[src/rtl/ctrl_sequencer.sv]
// ctrl_sequencer: multi-cycle FETCH/DECODE/EXEC/MEM/WB control unit for the 36-bit core.
// Optional macro CTRL_ILLEGAL_TRAP_EN: an illegal opcode halts the core instead of executing as NOP.
module ctrl_sequencer #(
  parameter int DATA_WIDTH     = 36,
  parameter int IMM_MAX_WIDTH  = 14,
  parameter int SELECT_WIDTH   = 2,
  parameter int REG_ADDR_WIDTH = 4
) (
  input  logic                      i_clk,
  input  logic                      i_rst_n,
  input  logic [DATA_WIDTH-1:0]     i_instr,
  input  logic                      i_imem_ack,
  output logic                      o_imem_req,
  input  logic                      i_dmem_ack,
  output logic                      o_dmem_req,
  output logic                      o_dmem_we,
  input  logic                      i_alu_zero,
  output logic [IMM_MAX_WIDTH-1:0]  o_imm_raw,
  output logic [SELECT_WIDTH-1:0]   o_imm_sel,
  output logic [2:0]                o_alu_op,
  output logic                      o_alu_src_imm,
  output logic [REG_ADDR_WIDTH-1:0] o_rd,
  output logic [REG_ADDR_WIDTH-1:0] o_rs1,
  output logic [REG_ADDR_WIDTH-1:0] o_rs2,
  output logic                      o_reg_we,
  output logic                      o_wb_sel,
  output logic                      o_pc_we,
  output logic [1:0]                o_pc_sel,
  output logic                      o_halted,
  output logic                      o_illegal
);

  localparam logic [3:0] OP_NOP  = 4'h0;
  localparam logic [3:0] OP_ADD  = 4'h1;
  localparam logic [3:0] OP_SUB  = 4'h2;
  localparam logic [3:0] OP_AND  = 4'h3;
  localparam logic [3:0] OP_OR   = 4'h4;
  localparam logic [3:0] OP_ADDI = 4'h5;
  localparam logic [3:0] OP_LD   = 4'h6;
  localparam logic [3:0] OP_ST   = 4'h7;
  localparam logic [3:0] OP_JMP  = 4'h8;
  localparam logic [3:0] OP_BEQ  = 4'h9;
  localparam logic [3:0] OP_HALT = 4'hF;

  localparam logic [SELECT_WIDTH-1:0] SEL_NONE = '0;
  localparam logic [SELECT_WIDTH-1:0] SEL_I    = SELECT_WIDTH'(1);
  localparam logic [SELECT_WIDTH-1:0] SEL_J    = SELECT_WIDTH'(2);

  localparam int RD_HI  = DATA_WIDTH - 5;
  localparam int RS1_HI = RD_HI - REG_ADDR_WIDTH;
  localparam int RS2_HI = RS1_HI - REG_ADDR_WIDTH;
  localparam int GAP_HI = RS2_HI - REG_ADDR_WIDTH;

  typedef enum logic [2:0] {
    S_FETCH, S_DECODE, S_EXEC, S_MEM, S_WB, S_HALTED
  } state_t;

  state_t                    r_state;
  state_t                    w_state_next;
  logic                      r_run;
  logic [DATA_WIDTH-1:0]     r_ir;
  logic                      r_taken;
  logic [IMM_MAX_WIDTH-1:0]  r_imm_raw;
  logic [SELECT_WIDTH-1:0]   r_imm_sel;
  logic [REG_ADDR_WIDTH-1:0] r_rd;
  logic [REG_ADDR_WIDTH-1:0] r_rs1;
  logic [REG_ADDR_WIDTH-1:0] r_rs2;

  logic [3:0] w_opcode;
  logic       w_is_legal;
  logic       w_is_itype;
  logic       w_is_jtype;
  logic       w_is_mem;
  logic       w_writes_reg;
  logic [2:0] w_alu_op;
  logic       w_alu_src_imm;
  logic       w_unused_ir;

  assign w_opcode    = r_ir[DATA_WIDTH-1 -: 4];
  assign w_unused_ir = ^r_ir[GAP_HI:IMM_MAX_WIDTH];

  // Opcode classification, shared by the decode registers, next-state and output logic.
  always_comb begin
    w_is_legal    = 1'b1;
    w_is_itype    = 1'b0;
    w_is_jtype    = 1'b0;
    w_is_mem      = 1'b0;
    w_writes_reg  = 1'b0;
    w_alu_op      = 3'd0;
    w_alu_src_imm = 1'b0;
    case (w_opcode)
      OP_NOP, OP_HALT: ;
      OP_ADD:  w_writes_reg = 1'b1;
      OP_SUB:  begin w_writes_reg = 1'b1; w_alu_op = 3'd1; end
      OP_AND:  begin w_writes_reg = 1'b1; w_alu_op = 3'd2; end
      OP_OR:   begin w_writes_reg = 1'b1; w_alu_op = 3'd3; end
      OP_ADDI: begin w_writes_reg = 1'b1; w_is_itype = 1'b1; w_alu_src_imm = 1'b1; end
      OP_LD:   begin w_writes_reg = 1'b1; w_is_itype = 1'b1; w_alu_src_imm = 1'b1; w_is_mem = 1'b1; end
      OP_ST:   begin w_is_itype = 1'b1; w_alu_src_imm = 1'b1; w_is_mem = 1'b1; end
      OP_JMP:  w_is_jtype = 1'b1;
      OP_BEQ:  begin w_is_itype = 1'b1; w_alu_op = 3'd1; end
      default: w_is_legal = 1'b0;
    endcase
  end

  always_ff @(posedge i_clk or negedge i_rst_n) begin
    if (!i_rst_n) begin
      r_state   <= S_FETCH;
      r_run     <= 1'b0;
      r_ir      <= '0;
      r_taken   <= 1'b0;
      r_imm_raw <= '0;
      r_imm_sel <= SEL_NONE;
      r_rd      <= '0;
      r_rs1     <= '0;
      r_rs2     <= '0;
    end else begin
      r_state <= w_state_next;
      r_run   <= 1'b1;
      if (r_state == S_FETCH && r_run && i_imem_ack) begin
        r_ir <= i_instr;
      end
      if (r_state == S_DECODE) begin
        r_taken <= 1'b0;
        r_rd    <= r_ir[RD_HI -: REG_ADDR_WIDTH];
        r_rs1   <= r_ir[RS1_HI -: REG_ADDR_WIDTH];
        r_rs2   <= r_ir[RS2_HI -: REG_ADDR_WIDTH];
        if (w_is_itype) begin
          r_imm_sel <= SEL_I;
          r_imm_raw <= {{(IMM_MAX_WIDTH-8){1'b0}}, r_ir[7:0]};
        end else if (w_is_jtype) begin
          r_imm_sel <= SEL_J;
          r_imm_raw <= r_ir[IMM_MAX_WIDTH-1:0];
        end else begin
          r_imm_sel <= SEL_NONE;
          r_imm_raw <= '0;
        end
      end
      if (r_state == S_EXEC) begin
        r_taken <= (w_opcode == OP_BEQ) && i_alu_zero;
      end
    end
  end

  always_comb begin
    w_state_next = r_state;
    case (r_state)
      S_FETCH:  if (r_run && i_imem_ack) w_state_next = S_DECODE;
      S_DECODE:
`ifdef CTRL_ILLEGAL_TRAP_EN
        w_state_next = w_is_legal ? S_EXEC : S_HALTED;
`else
        w_state_next = S_EXEC;
`endif
      S_EXEC:   w_state_next = w_is_mem ? S_MEM : S_WB;
      S_MEM:    if (i_dmem_ack) w_state_next = S_WB;
      S_WB:     w_state_next = (w_opcode == OP_HALT) ? S_HALTED : S_FETCH;
      S_HALTED: w_state_next = S_HALTED;
      default:  w_state_next = S_FETCH;
    endcase
  end

  // r_run keeps the fetch request low during the first cycle out of reset.
  // ALU controls stay valid from EXEC through WB so an LD/ST address holds during MEM.
  always_comb begin
    o_imem_req    = 1'b0;
    o_dmem_req    = 1'b0;
    o_dmem_we     = 1'b0;
    o_alu_op      = 3'd0;
    o_alu_src_imm = 1'b0;
    o_reg_we      = 1'b0;
    o_wb_sel      = 1'b0;
    o_pc_we       = 1'b0;
    o_pc_sel      = 2'b00;
    o_halted      = 1'b0;
    o_illegal     = 1'b0;
    case (r_state)
      S_FETCH:  o_imem_req = r_run;
      S_DECODE: o_illegal  = ~w_is_legal;
      S_EXEC: begin
        o_alu_op      = w_alu_op;
        o_alu_src_imm = w_alu_src_imm;
      end
      S_MEM: begin
        o_alu_op      = w_alu_op;
        o_alu_src_imm = w_alu_src_imm;
        o_dmem_req    = 1'b1;
        o_dmem_we     = (w_opcode == OP_ST);
      end
      S_WB: begin
        o_alu_op      = w_alu_op;
        o_alu_src_imm = w_alu_src_imm;
        o_reg_we      = w_writes_reg;
        o_wb_sel      = (w_opcode == OP_LD);
        o_pc_we       = 1'b1;
        if (w_opcode == OP_JMP)                o_pc_sel = 2'b01;
        else if (w_opcode == OP_BEQ && r_taken) o_pc_sel = 2'b10;
      end
      S_HALTED: o_halted = 1'b1;
      default: ;
    endcase
  end

  assign o_imm_raw = r_imm_raw;
  assign o_imm_sel = r_imm_sel;
  assign o_rd      = r_rd;
  assign o_rs1     = r_rs1;
  assign o_rs2     = r_rs2;

endmodule

[config.mk]
export PLATFORM = sky130hd
export DESIGN_NAME = ctrl_sequencer
export DESIGN_NICKNAME = d
export VERILOG_FILES = /design/src/rtl/ctrl_sequencer.sv
export SDC_FILE = /design/constraint.sdc
export NUM_CORES = 1
export LEC_CHECK = 0
export ABC_AREA = 1
export CAP_MARGIN = 20
export CORE_ASPECT_RATIO = 1.2
export CORE_UTILIZATION = 40
export CTS_CLUSTER_DIAMETER = 50
export DETAILED_ROUTE_END_ITERATION = 10
export GPL_ROUTABILITY_DRIVEN = 1
export PLACE_DENSITY = 0.69
export SKIP_CTS_REPAIR_TIMING = 1
export SYNTH_ARGS = -nofsm -noshare
export SYNTH_HDL_FRONTEND = slang
export SYNTH_SLANG_ARGS = --single-unit
export TNS_END_PERCENT = 1
[constraint.sdc]
create_clock -name i_clk -period 2.2 [get_ports i_clk]
set_input_delay 0.33 -clock i_clk [delete_from_list [all_inputs] [get_ports i_clk]]
set_output_delay 0.33 -clock i_clk [all_outputs]
set_load 0.1 [all_outputs]
# Word-level counts from Yosys, hierarchy flattened
# Index checks and enable logic that the tools add are counted.
# op_classes
muxes,31
n_eq_ne,17
reduce_logical,16
n_bitwise,1
# ops
operator,n
$mux W14,2
$pmux W3 S6,1
$mux W1,17
$eq A4 B3 Y1 const B,4
$mux W3,5
$eq A4 B4 Y1 const B,3
$reduce_or A11 Y1,1
$mux W2,5
$eq A4 B2 Y1 const B,2
$eq A3 B2 Y1 const B,2
$eq A3 B3 Y1 const B,2
$pmux W2 S3,1
$reduce_or A3 Y1,2
$reduce_or A6 Y1,1
$logic_and A1 B1 Y1,5
$eq A4 B1 Y1 const B,1
$logic_not A4 Y1,1
$reduce_or A2 Y1,2
$reduce_or A4 Y1,1
$eq A3 B1 Y1 const B,1
$logic_not A3 Y1,1
$ne A2 B1 Y1 const B,1
$ne A2 B2 Y1 const B,1
$reduce_and A2 Y1,1
other kinds (2),2
# word_totals
output_inout_bits,42
reg_bits,69
word_cells,74
inputBits,41

# Logic depth before layout (Yosys ltp)
# Gate-level depths: netlist of the first run.
# depth
depth_word,5
mapped_depth,9
ltp_nobuf,8

# Worst setup path after synthesis of the first run
# OpenSTA, ideal clock, no wires.
# synth_path
kind,flip-flop to output port
startpoint,register r_state[1]
endpoint,output o_illegal
stages_incl_launch_ff,5
n_path_buf,1
t_arrival_ps,3616
required_ps,1870
setup_slack_ps,-1746
path_cell_list,dfrtp_1 inv_1 nand3_4 buf_2 nor4_1
# synth_via
elab_chain_cells,2
# synth_rtl
element,line,source
from (decl),58,state_t r_state;
from (signal assigned),118,r_state <= w_state_next;
$eq A3 B1 Y1,177,case (r_state)
$mux W1,177,
to (decl),30,output logic o_illegal
# Every way passes these cells.

# Final worst setup path of the first run
# Same ends and word-level chain as after synthesis.

==> flow_summary.toml, run 1 <==
[status]
status = "finished, final reports clean"

[global_route]
grt_use_met1 = 0.243
grt_antenna_before_repair = 0
met3_usage = 0.0505
grt.busiest_layer = "met2"
grt_use_total = 0.188
overflow = 0
grt_pass1_wl_um = 10600
grt_util_met2 = 0.299
grt_pass1_vias = 2245
grt_max_degree = 47

[sta]
slew_violations = 0
rsz0062_at_grt = "false"
hold_viol_final = 0
finalSetupViolations = 0
period_share = 0.943
setup_ws_ns = 0.125
min_period_ns = 2.07
finClkSkew_ns = 0.00634
tightest_slew_ns = 0.636
fmax_mhz = 482
relSlewSlack = 0.576
fin_setup_tns_ns = 0

[worst_setup_path]
arrival_ns = 1.74
worstSetupPathType = "reg2out"
cp_slowest_cell = "dfrtp_1"
crit_required_ns = 1.87
slowest_delay_ns = 0.41
crit_path_start_kind = "flip-flop"
worstSetupEndpointType = "output port"
crit_path_cell_trace = "inv_1 > nand3_4 > nor4_2 > buf_12"
cp_num_buf_inv = 2
cp_top_family = "simple AND/OR/NAND/NOR gates"
cp_max_fo = 24

[routing]
drtIter0Drc = 69
routed_via_density = 4.76
ant_nets = 0
drt-total-wl_um = 6180
first_pass_iters = 4
drc = 0
num_vias = 2292
wl_per_cell_um = 12.8

[clock_network]
clk_latency_ns = 0.34
cts_num_sinks = 63
h-tree-depth = 3
clockBufferDepth = 2
cts_made_buffers = 9
tritoncts = "built"
cts-root-buf = "clkbuf_8"
clk_pin_slew_ns = 0.07

[synth]
yosys_most_used_dff = "dfrtp_1"
synth_top_area_frac = 0.562
syn_area_um2 = 2810
synth-seq-cells = 63
syn-instance-count = 314
synth_edf_count = 0
synth_top_area_cell = "dfrtp_1"
seq_area_frac_synth = 0.562
syn_nets = 355
ys.warnings.count = 0
synthTopCellsByCount = "nand2_1, dfrtp_1, nand3_1"
synth_most_common_cell = "nand2_1"
ys_types = 27
synth_area_leaders = "dfrtp_1, nand2_1, nand3_1, a21oi_2, inv_1"
syn_avg_cell_area_um2 = 8.93
async_flop_share = 1.00

[placement]
place.gp.congestion = 0.790
port_buffers = 75
pre_cts_slack_ns = 0.440
hpwl_um = 4260

[cells_and_area]
area_growth_pct = 39.0
antennaDiodeCount = 0
final_util = 0.572
final_nets = 431
drive_gt1_frac = 0.271

[floorplan]
core-area_um2 = 6810
start_util = 0.412
die-area_um2 = 7350
rows = 33
boundaryPins = 83
fp.dieW_um = 78.4
die_h_um = 93.7

[pwr]
ir_drop_uv = 454
fin_total_pwr_mw = 2.30
power_per_cell_area_nw_per_um2 = 591
p_leak_nw = 2.02

[flow_run]
max-cap-violations = 0

[worst_hold_path]
hp-class = "in2async"
## report_power, final
| group | total, mW | switching [mW] | internal (mW) | leakage (nW) |
|---|---|---|---|---|
| sequential | 1.16 | 0.000419 | 1.16 | 0.784 |
| clock | 1.04 | 0.429 | 0.613 | 0.109 |
| combinational | 0.104 | 0.0466 | 0.0571 | 1.12 |
## state kept, by name (all words and copies together), names as in the netlist
name and count:
r_taken 1, o_imm_raw 14, o_imm_sel 2, r_ir 30
o_rs1 4, r_run 1, o_rs2 4, o_rd 4
r_state 3
## layer usage
metal / vias to the layer above / routed length, µm
li1: 1145 / -
met1: 1071 / 2780
met2: 66 / 2910
met3: 10 / 369
met4: 0 / 114
met5: - / 0
## metrics by stage
step                      std cells  area, µm²  hold WS [ns]
after floorplan                 314       2830        0.0344
after global placement          466       3680         0.391
after detailed placement        466       3680         0.396
after CTS                       482       3880        0.0218
after global routing            482       3900        0.0535
final                           482       3900       0.00738
## cell type report
cell class,count,area [µm²]
flip-flops and latches,63,1580
clock inverters,3,40.0
fillers,625,2910
clock buffers,13,169
repair buffers,78,828
multi-input cells,206,1050
well taps,87,109
inverters,32,123
## placed cells by master, fill, tap and decap left out, drive strengths merged
master / netlist / layout
clkbuf: 1 / 13
nand2: 97 / 97
dfrtp: 63 / 63
nor3: 1 / 1
nor4: 4 / 4
nor2: 32 / 32
bufinv: 0 / 1
inv: 32 / 32
conb: 2 / 2
a31oi: 1 / 1
o21a: 1 / 1
clkinv: 0 / 2
a21oi: 17 / 17
o21ai: 15 / 15
buf: 12 / 45
nand3: 35 / 35
o31ai: 1 / 1
clkdlybuf4s50: 0 / 33
## kinds of logic (layout without fill, tap and decap cells)
group | after synthesis | in the layout | share of synthesized area
compound gates | 35 | 35 | 0.0861
other cells | 2 | 2 | 0.00268
simple gates | 169 | 169 | 0.272
flops | 63 | 63 | 0.562
buf+inv | 45 | 126 | 0.0772
## worst reg2reg max path, delay by kind of cell (launching register included)
| family | cells | cell delay, ns |
|---|---|---|
| buf+inv | 2 | 0.52 |
| compound gates | 1 | 0.18 |
| flops | 1 | 0.41 |
| simple gates | 2 | 0.53 |
## final timing paths
path | start | endpoint | slack, ns | cells after the start
max | r_state[1] | o_illegal | 0.13 | 4
min | i_rst_n | r_ir[2] | 0.007 | 1
max reg2reg | r_state[1] | o_imm_raw[9] | 0.47 | 5
min reg2reg | r_ir[27] | r_ir[27] | 0.47 | 2
max in group asynchronous | i_rst_n | r_state[2] | 1.56 | 2
min in group i_clk | r_ir[27] | r_ir[27] | 0.47 | 2
(Power assumes the default switching activity.)
==> inputs of run 2 (changes only) <==
CTS_BUF_LIST = sky130_fd_sc_hd__clkbuf_4 sky130_fd_sc_hd__clkbuf_8   (was unset)
MAX_ROUTING_LAYER = met4   (was unset)
==> flow_summary.toml, run 2 (synthesis gave the netlist of run 1 again) <==
[global_route]
grt_max_degree = 47
grt_pass1_vias = 2256
grt_use_total = 0.194
grt_antenna_before_repair = 0
grt_pass1_wl_um = 10600
overflow = 0

[routing]
first_pass_iters = 4
wl_per_cell_um = 12.8
num_vias = 2311
drtIter0Drc = 93
drt-total-wl_um = 6170
ant_nets = 0
routed_via_density = 4.79
drc = 0

[worst_setup_path]
arrival_ns = 1.74
cp_max_fo = 24
cp_slowest_cell = "dfrtp_1"
crit_required_ns = 1.87
cp_top_family = "simple AND/OR/NAND/NOR gates"
worstSetupEndpointType = "output port"
worstSetupPathType = "reg2out"
crit_path_start_kind = "flip-flop"
cp_num_buf_inv = 2
slowest_delay_ns = 0.41
crit_path_cell_trace = "inv_1 > nand3_4 > nor4_2 > buf_12"

[sta]
tightest_slew_ns = 0.636
min_period_ns = 2.07
hold_slack_ns = 0.0115
period_share = 0.942
slew_violations = 0
fmax_mhz = 482
finalSetupViolations = 0
rsz0062_at_grt = "false"
hold_viol_final = 0
relSlewSlack = 0.576
finClkSkew_ns = 0.00790

[cells_and_area]
mostFrequentLayoutCells = "nand2_1, dfrtp_1, clkdlybuf4s50_1"
area_growth_pct = 39.1
final_util = 0.573
final_cells = 482
drive_gt1_frac = 0.273
regMostFlops = "r_ir"
antennaDiodeCount = 0
final_nets = 431
final_area_um2 = 3900
largest_register_ffs = 30
layout_commonest_cell = "nand2_1"

[floorplan]
die-area_um2 = 7350
start_util = 0.412
core-area_um2 = 6810
fp.dieW_um = 78.4
die_h_um = 93.7
rows = 33
boundaryPins = 83

[pwr]
p_leak_nw = 2.02
ir_drop_uv = 449
fin_total_pwr_mw = 2.32
power_per_cell_area_nw_per_um2 = 594

[status]
status = "finished, final reports clean"

[clock_network]
cts_made_buffers = 9
clk_pin_slew_ns = 0.06
tritoncts = "built"
clk_latency_ns = 0.34
cts-root-buf = "clkbuf_8"
cts_num_sinks = 63
h-tree-depth = 3
clockBufferDepth = 2

[placement]
hpwl_um = 4260
port_buffers = 75
place_area_um2 = 3680
dp.cells = 466
place.gp.congestion = 0.801

[worst_hold_path]
hp-class = "in2async"

[flow_run]
max-cap-violations = 0
-- run 2: cell counts in the layout (fill, tap and decap cells not counted) --
No cell type changed its count.
-- run 2: layout make-up --
| cell class | count | area [µm²] |
|---|---|---|
| Fill cell | 623 | 2910 |
| Inverter | 32 | 123 |
| Timing Repair Buffer | 78 | 828 |
| Sequential cell | 63 | 1580 |
| Multi-Input combinational cell | 206 | 1050 |
| Clock buffer | 13 | 173 |
| Tap cell | 87 | 109 |
| Clock inverter | 3 | 40.0 |
-- run 2: final timing paths --
| kind | startpoint | end | slack [ns] | cells after the start |
|---|---|---|---|---|
| hold / removal | i_rst_n | r_ir[2] | 0.01 | 1 |
| min in group i_clk | r_ir[27] | r_ir[27] | 0.47 | 2 |
| hold reg to reg | r_ir[27] | r_ir[27] | 0.47 | 2 |
| setup reg to reg | r_state[1] | o_imm_raw[9] | 0.48 | 5 |
| setup / recovery | r_state[1] | o_illegal | 0.13 | 4 |
| max in group asynchronous | i_rst_n | r_state[2] | 1.56 | 2 |
-- run 2: metrics by stage --
step / setup TNS, ns / setup WS, ns
floorplan: -3.24 / -0.572
global placement: 0 / 0.474
detailed placement: 0 / 0.440
CTS: 0 / 0.0849
global route: 0 / 0.0161
finish: 0 / 0.127
-- run 2: power breakdown --
group / switching, mW / internal (mW) / leakage, nW
logic: 0.0464 / 0.0571 / 1.12
clock network: 0.428 / 0.625 / 0.113
registers: 0.000420 / 1.16 / 0.784
-- run 2: routing by layer --
| metal | share of wire | track usage |
|---|---|---|
| met2 | 0.48 | 0.299 |
| met5 | 0 | - |
| met4 | 0.014 | 0.0648 |
| met3 | 0.061 | 0.0573 |
| met1 | 0.45 | 0.246 |
==> inputs of run 3 (changes only) <==
CORE_ASPECT_RATIO = unset   (was 1.2)
==> flow_summary.toml, run 3 (synthesis gave the netlist of run 1 again) <==
[status]
status = "complete, but fails checks"
violations = "hold timing"

[cells_and_area]
largest_register_ffs = 30
final_nets = 430
mostFrequentLayoutCells = "nand2_1, dfrtp_1, clkdlybuf4s50_1"
final_util = 0.570
antennaDiodeCount = 0
layout_commonest_cell = "nand2_1"
drive_gt1_frac = 0.269
regMostFlops = "r_ir"
area_growth_pct = 38.1
final_area_um2 = 3870

[global_route]
grt_pass1_vias = 2220
grt_max_degree = 47
grt_use_total = 0.194
grt_antenna_before_repair = 0
overflow = 0
grt_pass1_wl_um = 10700

[placement]
place.gp.congestion = 0.952
port_buffers = 75
hpwl_um = 4320
place_area_um2 = 3680
pre_cts_slack_ns = 0.412

[worst_setup_path]
crit_path_start_kind = "flip-flop"
r2r_cells = 6
rr_startpoint = "r_state[0]"
worstSetupPathType = "reg2out"
arrival_ns = 1.72
reg2reg_to = "r_ir[8]"
worstSetupEndpointType = "output port"
cp_max_fo = 8
slowest_delay_ns = 0.45
r2r_slack_ns = 0.66
crit_path_cell_trace = "nor2_2 > nand2_2 > nor4_2 > buf_12"
cp_slowest_cell = "dfrtp_1"
crit_required_ns = 1.87

[pwr]
p_leak_nw = 2.00
ir_drop_uv = 301
fin_total_pwr_mw = 2.24
power_per_cell_area_nw_per_um2 = 578

[sta]
relSlewSlack = 0.617
slew_violations = 0
period_share = 0.933
finClkSkew_ns = 0.00628
setup_ws_ns = 0.148
tightest_slew_ns = 0.575
hold_slack_ns = -0.00727
min_period_ns = 2.05
hold_viol_final = 15
finalSetupViolations = 0
rsz0062_at_grt = "false"
fmax_mhz = 487
fin_setup_tns_ns = 0

[clock_network]
clk_pin_slew_ns = 0.07
cts_made_buffers = 9
clk_latency_ns = 0.33
tritoncts = "built"
clockBufferDepth = 2
cts-root-buf = "clkbuf_8"
h-tree-depth = 3
cts_num_sinks = 63

[routing]
routed_via_density = 4.62
num_vias = 2263
drt-total-wl_um = 6270
drc = 0
wl_per_cell_um = 12.8
drtIter0Drc = 117
ant_nets = 0
first_pass_iters = 4

[floorplan]
core-area_um2 = 6790
die-area_um2 = 7350
start_util = 0.413
boundaryPins = 83
rows = 30
die_h_um = 85.7
fp.dieW_um = 85.7

[flow_run]
max-cap-violations = 0

[worst_hold_path]
hp-class = "in2async"
## run 3: how the worst max path moves through the flow
stage | start | end | depth (start not counted)
detailed placement | i_imem_ack | r_ir[8] | 6
CTS | r_state[0] | o_wb_sel | 4
global route | r_ir[34] | o_alu_op[0] | 6
finish | r_state[0] | o_wb_sel | 4
floorplan | r_state[0] | o_reg_we | 3
global placement | i_imem_ack | r_ir[35] | 6
## run 3: layout make-up
cell class	count	area (µm²)
Inverter	32	123
Clock inverter	6	61.3
Timing Repair Buffer	77	821
Sequential cell	63	1580
Multi-Input combinational cell	206	1040
Fill cell	630	2920
Clock buffer	10	131
Tap cell	96	120
## run 3: critical path, delay by kind of cell, from the launching register on
family	cells	cell delay (ns)
DFF	1	0.45
and+or+nand+nor	3	0.71
buffers and inverters	1	0.23
## run 3: metrics by stage
stage                     hold slack (ns)  std cells
final                            -0.00727        490
after global placement              0.358        474
after CTS                        -0.00345        490
after detailed placement            0.358        474
after floorplan                    0.0344        314
after global routing               0.0248        490
## run 3: layer usage
layer,vias to the layer above,GRT usage,routed length (µm)
met3,9,0.0366,301
met5,-,-,0
met2,69,0.269,2760
li1,1142,-,-
met1,1043,0.273,3100
met4,0,0.0970,104
## run 3: power by group
| part | internal (mW) | switching (mW) | total, mW |
|---|---|---|---|
| clock | 0.532 | 0.447 | 0.979 |
| sequential | 1.16 | 0.000526 | 1.16 |
| combinational | 0.0560 | 0.0460 | 0.102 |
